**config.mk**
```make
export PLATFORM = sky130hd
export DESIGN_NAME = width_trans_fifo
export DESIGN_NICKNAME = d
export VERILOG_FILES = /design/src/rtl/width_trans_pkg.sv /design/src/rtl/width_trans_regfile.sv /design/src/rtl/width_trans_fifo.sv
export SDC_FILE = /design/constraint.sdc
export NUM_CORES = 1
export LEC_CHECK = 0
export ABC_AREA = 1
export CAP_MARGIN = 20
export CORE_MARGIN = 2
export CORE_UTILIZATION = 55
export DETAILED_ROUTE_END_ITERATION = 12
export PLACE_DENSITY = 0.82
export SKIP_LAST_GASP = 1
export SYNTH_ARGS = -nofsm -noshare
export SYNTH_HDL_FRONTEND = slang
export SYNTH_SLANG_ARGS = --single-unit
```
**constraint.sdc**
```tcl
create_clock -name clk -period 7 [get_ports clk]
set_input_delay 1.75 -clock clk [delete_from_list [all_inputs] [get_ports clk]]
set_output_delay 1.75 -clock clk [all_outputs]
set_load 0.02 [all_outputs]
```
**src/rtl/width_trans_pkg.sv**
```systemverilog
// Shared constants and elaboration-time helpers for the width-translating FIFO.
// Pure compile-time content; no latency or handshake of its own.
// Not applicable: the package carries no datapath.
package width_trans_pkg;

    localparam int LSB_FIRST = 0;
    localparam int MSB_FIRST = 1;

    function automatic int min_w(input int a, input int b);
        return (a < b) ? a : b;
    endfunction

    function automatic int max_w(input int a, input int b);
        return (a > b) ? a : b;
    endfunction

    // Number of U-bit units in a word of width w.
    function automatic int ratio(input int w, input int u);
        return w / u;
    endfunction

    function automatic int clog2(input int v);
        int r;
        r = 0;
        while ((1 << r) < v) r++;
        return r;
    endfunction

endpackage

```
**src/rtl/width_trans_regfile.sv**
```systemverilog
// Flop array of DEPTH x U bits with a WU-unit write port and an RU-unit read port at wrapping base addresses.
// Write takes effect on the clock edge; read is combinational from the array.
// No handshake: the caller decides when to write, and reads are always available.
module width_trans_regfile #(
    parameter int U         = 8,
    parameter int ADDR_SIZE = 4,
    parameter int WU        = 4,
    parameter int RU        = 1
) (
    input  logic                 clk,
    input  logic                 rst,
    input  logic                 we,
    input  logic [ADDR_SIZE-1:0] waddr,
    input  logic [WU*U-1:0]      wdata,
    input  logic [ADDR_SIZE-1:0] raddr,
    output logic [RU*U-1:0]      rdata
);

    localparam int DEPTH = 1 << ADDR_SIZE;

    logic [U-1:0] mem [DEPTH];

    // Unit addresses are computed in ADDR_SIZE bits so a straddling access wraps per unit.
    always_ff @(posedge clk) begin
        if (rst) begin
            for (int i = 0; i < DEPTH; i++) mem[i] <= '0;
        end else if (we) begin
            for (int k = 0; k < WU; k++) mem[waddr + ADDR_SIZE'(k)] <= wdata[k*U +: U];
        end
    end

    for (genvar k = 0; k < RU; k++) begin : g_rd
        assign rdata[k*U +: U] = mem[raddr + ADDR_SIZE'(k)];
    end

endmodule

```
**src/rtl/width_trans_fifo.sv**
```systemverilog
// Single-clock FIFO converting WRDATA_SIZE-bit writes into RDDATA_SIZE-bit reads, with selectable chunk order.
// Data written at one edge is readable from the next edge once a full read word is present; rd_data is show-ahead.
// wr_ready/rd_valid come from the registered level only; flush and rst override any same-cycle fire.
module width_trans_fifo
    import width_trans_pkg::*;
#(
    parameter int WRDATA_SIZE = 32,
    parameter int RDDATA_SIZE = 8,
    parameter int ADDR_SIZE   = 4,
    parameter int BIG_ENDIAN  = LSB_FIRST
) (
    input  logic                   clk,
    input  logic                   rst,
    input  logic                   flush,
    input  logic                   wr_valid,
    output logic                   wr_ready,
    input  logic [WRDATA_SIZE-1:0] wr_data,
    output logic                   rd_valid,
    input  logic                   rd_ready,
    output logic [RDDATA_SIZE-1:0] rd_data,
    output logic [ADDR_SIZE:0]     level
);

    localparam int U     = min_w(WRDATA_SIZE, RDDATA_SIZE);
    localparam int WU    = ratio(WRDATA_SIZE, U);
    localparam int RU    = ratio(RDDATA_SIZE, U);
    localparam int DEPTH = 1 << ADDR_SIZE;

    localparam logic [ADDR_SIZE:0] WU_L    = (ADDR_SIZE+1)'(WU);
    localparam logic [ADDR_SIZE:0] RU_L    = (ADDR_SIZE+1)'(RU);
    localparam logic [ADDR_SIZE:0] SPACE_L = (ADDR_SIZE+1)'(DEPTH - WU);

    if (max_w(WRDATA_SIZE, RDDATA_SIZE) % U != 0) begin : g_bad_ratio
        $error("width_trans_fifo: larger width must be a multiple of the smaller");
    end
    if (ADDR_SIZE < clog2(max_w(WU, RU))) begin : g_bad_depth
        $error("width_trans_fifo: storage too shallow for one full word");
    end

    logic [ADDR_SIZE-1:0] wptr;
    logic [ADDR_SIZE-1:0] rptr;
    logic                 wfire;
    logic                 rfire;
    logic [WU*U-1:0]      wunits;
    logic [RU*U-1:0]      runits;

    assign wr_ready = (level <= SPACE_L);
    assign rd_valid = (level >= RU_L);
    assign wfire    = wr_valid && wr_ready;
    assign rfire    = rd_valid && rd_ready;

    // Storage is kept in address order; chunk order is applied only at the ports.
    for (genvar k = 0; k < WU; k++) begin : g_wr_order
        assign wunits[k*U +: U] = (BIG_ENDIAN == MSB_FIRST) ? wr_data[(WU-1-k)*U +: U]
                                                            : wr_data[k*U +: U];
    end
    for (genvar k = 0; k < RU; k++) begin : g_rd_order
        assign rd_data[k*U +: U] = (BIG_ENDIAN == MSB_FIRST) ? runits[(RU-1-k)*U +: U]
                                                             : runits[k*U +: U];
    end

    width_trans_regfile #(
        .U         (U),
        .ADDR_SIZE (ADDR_SIZE),
        .WU        (WU),
        .RU        (RU)
    ) u_regfile (
        .clk   (clk),
        .rst   (rst),
        .we    (wfire && !flush),
        .waddr (wptr),
        .wdata (wunits),
        .raddr (rptr),
        .rdata (runits)
    );

    always_ff @(posedge clk) begin
        if (rst || flush) begin
            wptr  <= '0;
            rptr  <= '0;
            level <= '0;
        end else begin
            if (wfire) wptr <= wptr + ADDR_SIZE'(WU);
            if (rfire) rptr <= rptr + ADDR_SIZE'(RU);
            level <= level + (wfire ? WU_L : '0) - (rfire ? RU_L : '0);
        end
    end

endmodule

```
==> metrics.cfg <==
[run_status]
run_status=finished, final reports clean

[cts]
number_of_clock_sinks=143
ctsHtreeMaxLevel=4
cts_buffer_depth=2
postCtsSetupBuffers=0
cts-root-buf=clkbuf_16
cts_hold_buffers=0
clkLatencyLatePin_ns=0.42
clk_pin_slew_worst_paths_ns=0.06
clock_tree_from_tritoncts=done
clock_buffer_count_from_cts=17
number_of_gates_resized_after_cts=0

[logic_synthesis]
ys_ff_latch=143
synth_top_area_share_pct=54.3
synth_largest_area_cell=edfxtp_1
synth.net_count=843
synth.cell_area_sq_um=7070
synth_area_leaders=edfxtp_1, nand2_1, inv_1
sequential_cell_area_fraction_in_the_yosys_report_pct=58.6
yosysUniqueCellTypes=26
synthesis.yosys.warnings=0
mapped_cells=793
synth.avg_cell_area_sq_um=8.92

[power]
pwr-share-comb_pct=23.8
share_seq_of_total_power_pct=41.7
power.static_leakage_uw=0.00370
cellPowerDensity_nw_per_um2=298
switchingPower_uw=714
internal-power_uw=1730
power_frac_clock_pct=34.5
power.share.switching_pct=29.2
largest_voltage_drop_on_the_vdd_net_mv=0.194
total_power_uw=2440

[die]
dieWidth_microns=117
floorplan.die_area_sq_um=13800
fp-row-count=41
die-height_microns=117
ios=52
core_region_area_sq_um=12600
floorplan.initialDensity_pct=56.3

[setup_path]
crit_path_cell_trace=buf_4, inv_2, buf_12, nand2_1, nand3_1, nand3_1, nand3_1, nand2_1, clkdlybuf4s50_1
worst_path_most_repeated_cell=nand3_1
critical_path.slowest_cell=clkdlybuf4s50_1
cp_data_arrival_time_ns=3.06
path_class=register to output port
endpoint_kind=output port
worst-path-max-fanout=65
setup.worst_path.start_class=register
timing.critical_path.required_ns=5.25
crit_path_max_cell_delay_ns=0.62

[drt]
aggregate_routed_wire_length_microns=15600
total_number_of_vias=5291
initialDrtViolationCount=507
drt-wirelength-per-cell_microns=15.3
route.detailed.drc=0
drt_pre_antenna_iters=5
vias_per_cell=5.19
antenna_left=0

[finish]
most_used_cells_in_the_layout_excluding_fill_and_tap_cells=nand2_1, inv_1, nor2_1
fin_nets=885
layout_commonest_cell=nand2_1
multi_input_comb_area_sq_um=2120
num-fill-cells=984
syn_to_final_growth_pct=15.8
seq_area_sq_um=4150
antenna-diode-count=0
final_layout_size_suffix_gt1_share_pct=5.54

[flow_run]
maxCapViolations=0

[global_route]
antenna_found_initial=0
grt_remaining_overflow=0
grt_pass1_vias=5146
gr-usage-all-layers_pct=24.0
grt_pass1_wl_microns=25500
pin_count_of_the_biggest_net_entering_global_routing=66

[sta]
final-hold-violation-count=0
period_minus_slack_ns=4.81
fin_worst_hold_slack_ns=0.520
setup_viol=0
setup_skew_after_layout_ns=0.0147
rsz0062_at_grt=false
timing.max_slew.rel_slack_pct=42.5
worst_slew_pin_slew_ns=0.862
post-route-period-util_pct=68.7
achievable-frequency_mhz=208
slew_viol_final=0
totalNegativeSetupSlack_ns=0

[worst_hold_path]
hold_class=register to register

[place]
gpl.final_weighted_congestion=0.771
hpwlAfterDp_microns=9000
io_buffer_count=51

[synth_stat cells]
cell type / n
edfxtp_1: 128
xnor2_1: 1
nand4_4: 4
and2_1: 1
a21oi_1: 5
o21ai_0: 2
nand2_1: 188
fa_1: 1
dfxtp_1: 15
clkbuf_1: 10
buf_6: 12
a21boi_1: 1
nor2_2: 2
nor2_1: 139
buf_2: 13
o21ai_1: 1
ha_1: 12
nor2_4: 2
nand2_2: 1
inv_2: 3
xor2_1: 1
buf_1: 1
nand3_2: 2
inv_1: 148
nand3_1: 99
nand2_4: 1
[worst max-delay path, delay by kind of cell, from the launching register on]
family / cells / cell delay (ns)
buffers and inverters: 4 / 1.74
and+or+nand+nor: 5 / 0.54
DFF: 1 / 0.31
[through the flow]
step / utilization, % / std cells / setup WS [ns] / instance area, sq um
6_report: 65.2 / 1020 / 2.19 / 8190
5_1_grt: 65.2 / 1020 / 2.06 / 8190
4_1_cts: 64.8 / 1018 / 1.94 / 8140
3_5_place_dp: 60.5 / 986 / 2.44 / 7600
3_3_place_gp: 60.5 / 986 / 2.48 / 7600
2_1_floorplan: - / 793 / 3.54 / 7070
[state kept, by name, summed over array words and instances (netlist names), named ones only]
register / flops
rptr: 4
wptr: 2
level: 5
u_regfile.mem: 128
[power by group through the flow]
| stage | registers [uW] | logic [uW] | clock network [uW] |
|---|---|---|---|
| after floorplan | 1040 | 378 | 0 |
| after global placement | 1030 | 556 | 0 |
| after detailed placement | 1030 | 568 | 0 |
| after CTS | 1020 | 573 | 844 |
| after global routing | 1020 | 653 | 883 |
| final | 1020 | 580 | 843 |
[path summary, 6_finish.rpt]
check        slack (ns)                    to  startpoint  cells past startpoint
max reg2reg        4.38  u_regfile.mem[11][5]    level[4]                      8
max                2.19            rd_data[1]    register                      9
min reg2reg        0.52               rptr[3]     rptr[3]                      2
min                0.52               rptr[3]     rptr[3]                      2
[kinds of logic after synthesis]
| logic type | share of synthesized area, % |
|---|---|
| flip-flops | 58.6 |
| XOR/XNOR | 0.248 |
| AND/OR/NAND/NOR | 26.7 |
| buffers and inverters | 11.4 |
| adder cells (fa/ha/maj) | 2.41 |
| AO/OA/AOI/OAI | 0.672 |
[cell type report]
type                            instances  area share (%)
Timing Repair Buffer                   59            7.36
Clock buffer                           22            5.42
Sequential cell                       143            50.6
Inverter                              151            6.92
Tap cell                              172            2.63
Clock inverter                         10            1.16
Multi-Input combinational cell        463            25.9
[per-layer routing]
metal,wire (microns),GRT usage (%)
met1,6170,29.5
met5,0,0
met4,361,10.0
met2,8060,41.5
met3,1030,4.67
Note: power is estimated with default switching activity, not from simulation.
